**config.mk**
```make
export PLATFORM = sky130hd
export DESIGN_NAME = keypad_scan_ctrl
export DESIGN_NICKNAME = d
export VERILOG_FILES = /design/src/rtl/keypad_scan_ctrl.sv
export SDC_FILE = /design/constraint.sdc
export NUM_CORES = 1
export LEC_CHECK = 0
export BUFFER_PORTS_ARGS = -buffer_cell sky130_fd_sc_hd__buf_2
export CORE_ASPECT_RATIO = 1.2
export CORE_MARGIN = 3
export CORE_UTILIZATION = 30
export DETAILED_ROUTE_END_ITERATION = 16
export RECOVER_POWER = 50
export SYNTH_ARGS = -nofsm -noshare
export SYNTH_HDL_FRONTEND = slang
export SYNTH_SLANG_ARGS = --single-unit
```
**constraint.sdc**
```tcl
create_clock -name clk -period 5.54 [get_ports clk]
set_input_delay 1.108 -clock clk [delete_from_list [all_inputs] [get_ports clk]]
set_output_delay 1.108 -clock clk [all_outputs]
set_load 0.02 [all_outputs]
```
**src/rtl/keypad_scan_ctrl.sv**
```systemverilog
// keypad_scan_ctrl
// ----------------
// Scan sequencer for a 4x4 active-low matrix keypad. Rotates a single low
// row drive, watches the synchronized column lines, freezes the scan when a
// single key is seen, debounces both press and release, and reports exactly
// one key_valid pulse per physical keypress together with the decoded key.
//
// Parameters
//   SCAN_DIV        : cycles spent on each row while scanning (>= 4)
//   DEBOUNCE_CYCLES : stable cycles needed to accept a press or a release (>= 2)
//
// Ports
//   clk       : system clock
//   reset     : synchronous, active-high reset
//   cols      : raw column lines, active-low, asynchronous to clk
//   rows      : row drive, active-low, at most one bit low
//   key_val   : {row_onehot, col_onehot} of the last accepted key
//   key_hex   : hex code of the last accepted key
//   key_valid : one-cycle pulse when a press is accepted
//   key_held  : high from press acceptance until release acceptance

module keypad_scan_ctrl #(
    parameter int SCAN_DIV        = 1000,
    parameter int DEBOUNCE_CYCLES = 20000
) (
    input  logic       clk,
    input  logic       reset,
    input  logic [3:0] cols,
    output logic [3:0] rows,
    output logic [7:0] key_val,
    output logic [3:0] key_hex,
    output logic       key_valid,
    output logic       key_held
);

    localparam int DW = $clog2(SCAN_DIV);
    localparam int CW = $clog2(DEBOUNCE_CYCLES + 1);

    localparam logic [DW-1:0] DWELL_LAST  = DW'(SCAN_DIV - 1);
    localparam logic [DW-1:0] DWELL_BLANK = DW'(3);
    localparam logic [CW-1:0] DB_LAST     = CW'(DEBOUNCE_CYCLES - 1);

    typedef enum logic [1:0] {
        SCAN,
        DB_PRESS,
        HELD,
        DB_RELEASE
    } state_t;

    state_t        state, state_next;
    logic [3:0]    sync1, cs;
    logic [1:0]    row_idx, row_idx_next;
    logic [DW-1:0] dwell, dwell_next;
    logic [CW-1:0] db_cnt, db_cnt_next;
    logic [3:0]    cap_col, cap_col_next;
    logic [1:0]    cap_idx, cap_idx_next;
    logic [3:0]    rows_next;
    logic [7:0]    key_val_next;
    logic [3:0]    key_hex_next;
    logic          key_valid_next;
    logic          key_held_next;
    logic          cs_single;
    logic [1:0]    cs_idx;
    logic          cap_bit_high;

    // Key legend lookup, row-major over the physical keypad layout.
    function automatic logic [3:0] key_code(input logic [1:0] r, input logic [1:0] c);
        logic [3:0] code;
        case ({r, c})
            4'h0:    code = 4'h1;
            4'h1:    code = 4'h2;
            4'h2:    code = 4'h3;
            4'h3:    code = 4'hA;
            4'h4:    code = 4'h4;
            4'h5:    code = 4'h5;
            4'h6:    code = 4'h6;
            4'h7:    code = 4'hB;
            4'h8:    code = 4'h7;
            4'h9:    code = 4'h8;
            4'hA:    code = 4'h9;
            4'hB:    code = 4'hC;
            4'hC:    code = 4'hE;
            4'hD:    code = 4'h0;
            4'hE:    code = 4'hF;
            default: code = 4'hD;
        endcase
        return code;
    endfunction

    // Two-flop synchronizer for the asynchronous column lines. Idle level is
    // all-high so a reset never looks like a press.
    always_ff @(posedge clk) begin
        if (reset) begin
            sync1 <= 4'hF;
            cs    <= 4'hF;
        end else begin
            sync1 <= cols;
            cs    <= sync1;
        end
    end

    // A pattern only counts as a press when exactly one column is low;
    // idle and multi-key patterns are both treated as nothing pressed.
    always_comb begin
        cs_single = 1'b1;
        cs_idx    = 2'd0;
        case (cs)
            4'b1110: cs_idx = 2'd0;
            4'b1101: cs_idx = 2'd1;
            4'b1011: cs_idx = 2'd2;
            4'b0111: cs_idx = 2'd3;
            default: cs_single = 1'b0;
        endcase
    end

    // Once a key is held only its own column is of interest.
    assign cap_bit_high = cs[cap_idx];

    // Next-state and next-output logic. The first few dwell cycles after a
    // row change are ignored because cs still shows the previous row.
    always_comb begin
        state_next     = state;
        row_idx_next   = row_idx;
        dwell_next     = dwell;
        db_cnt_next    = db_cnt;
        cap_col_next   = cap_col;
        cap_idx_next   = cap_idx;
        key_val_next   = key_val;
        key_hex_next   = key_hex;
        key_valid_next = 1'b0;
        key_held_next  = key_held;

        case (state)
            SCAN: begin
                if (dwell >= DWELL_BLANK && cs_single) begin
                    cap_col_next = cs;
                    cap_idx_next = cs_idx;
                    db_cnt_next  = CW'(1);
                    state_next   = DB_PRESS;
                end else if (dwell == DWELL_LAST) begin
                    row_idx_next = row_idx + 2'd1;
                    dwell_next   = '0;
                end else begin
                    dwell_next = dwell + DW'(1);
                end
            end

            DB_PRESS: begin
                if (cs == cap_col) begin
                    if (db_cnt >= DB_LAST) begin
                        state_next     = HELD;
                        db_cnt_next    = '0;
                        key_valid_next = 1'b1;
                        key_held_next  = 1'b1;
                        key_val_next   = {4'b0001 << row_idx, 4'b0001 << cap_idx};
                        key_hex_next   = key_code(row_idx, cap_idx);
                    end else begin
                        db_cnt_next = db_cnt + CW'(1);
                    end
                end else begin
                    state_next  = SCAN;
                    dwell_next  = '0;
                    db_cnt_next = '0;
                end
            end

            HELD: begin
                if (cap_bit_high) begin
                    state_next  = DB_RELEASE;
                    db_cnt_next = CW'(1);
                end
            end

            DB_RELEASE: begin
                if (cap_bit_high) begin
                    if (db_cnt >= DB_LAST) begin
                        state_next    = SCAN;
                        key_held_next = 1'b0;
                        row_idx_next  = row_idx + 2'd1;
                        dwell_next    = '0;
                        db_cnt_next   = '0;
                    end else begin
                        db_cnt_next = db_cnt + CW'(1);
                    end
                end else begin
                    state_next  = HELD;
                    db_cnt_next = '0;
                end
            end

            default: state_next = SCAN;
        endcase

        rows_next = ~(4'b0001 << row_idx_next);
    end

    // State and output registers; every output comes straight from a flop.
    always_ff @(posedge clk) begin
        if (reset) begin
            state     <= SCAN;
            row_idx   <= 2'd0;
            dwell     <= '0;
            db_cnt    <= '0;
            cap_col   <= 4'hF;
            cap_idx   <= 2'd0;
            rows      <= 4'b1110;
            key_val   <= 8'h00;
            key_hex   <= 4'h0;
            key_valid <= 1'b0;
            key_held  <= 1'b0;
        end else begin
            state     <= state_next;
            row_idx   <= row_idx_next;
            dwell     <= dwell_next;
            db_cnt    <= db_cnt_next;
            cap_col   <= cap_col_next;
            cap_idx   <= cap_idx_next;
            rows      <= rows_next;
            key_val   <= key_val_next;
            key_hex   <= key_hex_next;
            key_valid <= key_valid_next;
            key_held  <= key_held_next;
        end
    end

endmodule

```
==> results.toml <==
[outcome]
status = "complete, but fails checks"
violations = "capacitance limit, slew limit"

[synth]
syn_nets = 389
synth_top_area_share_pct = 39.6
seq_area_frac_synth_pct = 39.6
synthTopCellsByArea = "dfxtp_1 (40%), ha_1 (6.5%), nor2_1 (6.2%), nand3_1 (4.4%), mux2i_1 (4.2%)"
synth_cell_types = 43
ys_seq_elements = 61
synth_cells = 367
synth.avg_cell_area_um2 = 8.41
synth_area_leader_cell = "dfxtp_1"
yosys_most_used_dff = "dfxtp_1"
netlist_area_um2 = 3090
synthArstFlopShare_pct = 0
synth_edf_count = 0
yosys_warnings = 0
yosysMostFrequentCell = "dfxtp_1"
yosys-top-cells-count = "dfxtp_1 (61), nor2_1 (51), nand2_1 (33)"

[detailed_routing]
drc = 0
via_per_inst = 4.98
wl_per_cell_um = 12.4
firstDrtPassIters = 4
first_iter_violations = 77
routed-wl-met2_um = 2940
drt-met1-wl_um = 3060
top_layer = "met4"
vias = 2535
drt_wl_total_um = 6330
wl_met3_um = 226
drtAntennaViolNets = 0

[critical_path]
critPathCapture = "db_cnt[5]"
reg2reg_from = "state[0]"
cp-start-kind = "input port"
critPathLaunch = "reset"
r2r_slack_ns = 3.09
path_delay_family = "buffers and inverters"
critPathKind = "input port to flop"
cp_num_buf_inv = 2
cp.depth = 4
crit_required_ns = 5.73
r2r-end = "dwell[4]"
max_stage_delay_ns = 1.33
cp.arrival_ns = 3.48
critPathMaxFanout = 44
reg2regPathDepth = 7
crit_slowest_cell = "clkbuf_1"
critPathCaptureType = "flop"
path_cells = "clkbuf_1 > inv_1 > nand2_1 > nor2_1"

[job]
drv_cap = 1

[timing]
clock_skew_ns = 0.00562
max-slew-margin-rel_pct = -25.6
setup_violations = 0
slew_viol_final = 45
finalCritPeriodShare_pct = 59.5
fmax_mhz = 303
tightest_slew_ns = 1.88
period_needed_ns = 3.29
finalHoldViolations = 0
whs_ns = 0.404
setup-tns-final_ns = 0
rsz0062_at_grt = "false"
layout_setup_ws_ns = 2.25

[grt]
grt_pass1_wl_um = 11500
grt_use_total_pct = 12.0
grt_start_max_net_pins = 45
first_global_vias = 2545
grt-ovfl-total = 0
antenna_found_initial = 0

[final_layout]
drive_gt1_share_pct = 8.81
nets = 403
area_growth_pct = 15.3
postLayoutCoreUtil_pct = 36.4
fillerInstances = 1029
diodes = 0
instances_no_fill = 509

[floorplanning]
rows = 39
dieArea_um2 = 11500
coreArea_um2 = 9760
die_y_um = 117
start_util_pct = 31.6
die_x_um = 98.6
ioPinCount = 24

[clock_network]
worstSkewPairLatency_ns = 0.32
clk_path_buf_depth = 2
root_buffer = "clkbuf_16"
path_clk_slew_ns = 0.05
cts_made_buffers = 9
h-tree-depth = 3
clock_sinks = 61
cts_setup_buffers = 0
cts_tree = "done"
cts-resized-gates = 0
ctsHoldBuffers = 0

[place]
post-dp-hpwl_um = 4320
place_ws_ns = 2.85
gp_congestion = 0.774
portBuffers = 23
place_inst = 493

[power_and_ir_drop]
peakVddDrop_mv = 0.115
powerDensity_nw_per_um2 = 372
p_leak_uw = 0.00144

[worst_hold_path]
hold_path.class = "flop to flop"
## layout by cell type (no fill, tap or decap), types with 2 or more instances in the layout
cell type  count
nand3_1       27
mux2i_1       13
clkinv_2       2
ha_1          16
o211ai_1       2
or2_2          8
bufinv_16      2
dfxtp_1       61
clkbuf_1      20
nand4b_1       2
nor3_1         9
xnor2_1        3
a31oi_1        3
mux4_2         2
o211a_1        3
nor4_1         3
o21ai_0       13
or3_1          6
clkbuf_8       2
clkbuf_16      9
inv_1         11
a21oi_1       25
and3_1        13
or3b_1         3
xor2_1        12
nand2_1       33
a211o_1        2
buf_2          4
nor2_1        51
nand3b_1       3
nand2b_1       4
nand4_1        6
## sequential cells by signal, indices dropped and copies added, names as in the netlist
name and cells:
db_cnt 15, dwell 10, key_val 8, cap_col 4, cs 4, key_hex 4
rows 4, sync1 4, cap_idx 2, row_idx 2, state 2, key_held 1
key_valid 1
## per-stage QoR
stage                     area (um^2)  total power, uW
after floorplan                  3090              673
after global placement           3250              720
after detailed placement         3250              723
after CTS                        3580             1330
after global routing             3560             1390
final                            3560             1320
## cells by family after synthesis
kind of cell | after synthesis | synth area share (%)
simple gates | 173 | 28.3
flops | 61 | 39.6
compound gates | 56 | 11.1
buf+inv | 31 | 4.58
fa+ha+maj | 16 | 6.49
xor+xnor | 15 | 4.26
mux | 15 | 5.68
## where the power goes
part	leakage, uW	total (uW)	switching [uW]	internal (uW)
Sequential	0.000494	487	23.6	463
Combinational	0.000784	234	155	78.9
Clock	0.000163	602	186	416
Total	0.00144	1320	364	958
## worst min-delay path by stage
stage | from | endpoint | slack (ns) | cells after the start
global placement | sync1[2] | cs[2] | 0.39 | 1
detailed placement | sync1[1] | cs[1] | 0.39 | 1
CTS | sync1[1] | cs[1] | 0.41 | 1
global route | sync1[1] | cs[1] | 0.41 | 1
floorplan | sync1[0] | cs[0] | 0.39 | 1
finish | sync1[1] | cs[1] | 0.40 | 1
## layer usage
layer / vias to the layer above / track usage [%]
met5: - / 0
met4: 0 / 4.92
met3: 8 / 2.73
met2: 41 / 20.2
met1: 1182 / 14.9
li1: 1304 / -
## final cells by class
| cell class | instances | area (um^2) | share of cell area, % |
|---|---|---|---|
| repair buffers | 23 | 91.3 | 2.57 |
| multi-input cells | 275 | 1720 | 48.4 |
| well taps | 123 | 154 | 4.33 |
| clock buffers | 12 | 256 | 7.21 |
| flip-flops and latches | 61 | 1220 | 34.3 |
| clock inverters | 4 | 70.1 | 1.97 |
| inverters | 11 | 41.3 | 1.16 |
Note: power is estimated with default switching activity, not from simulation.
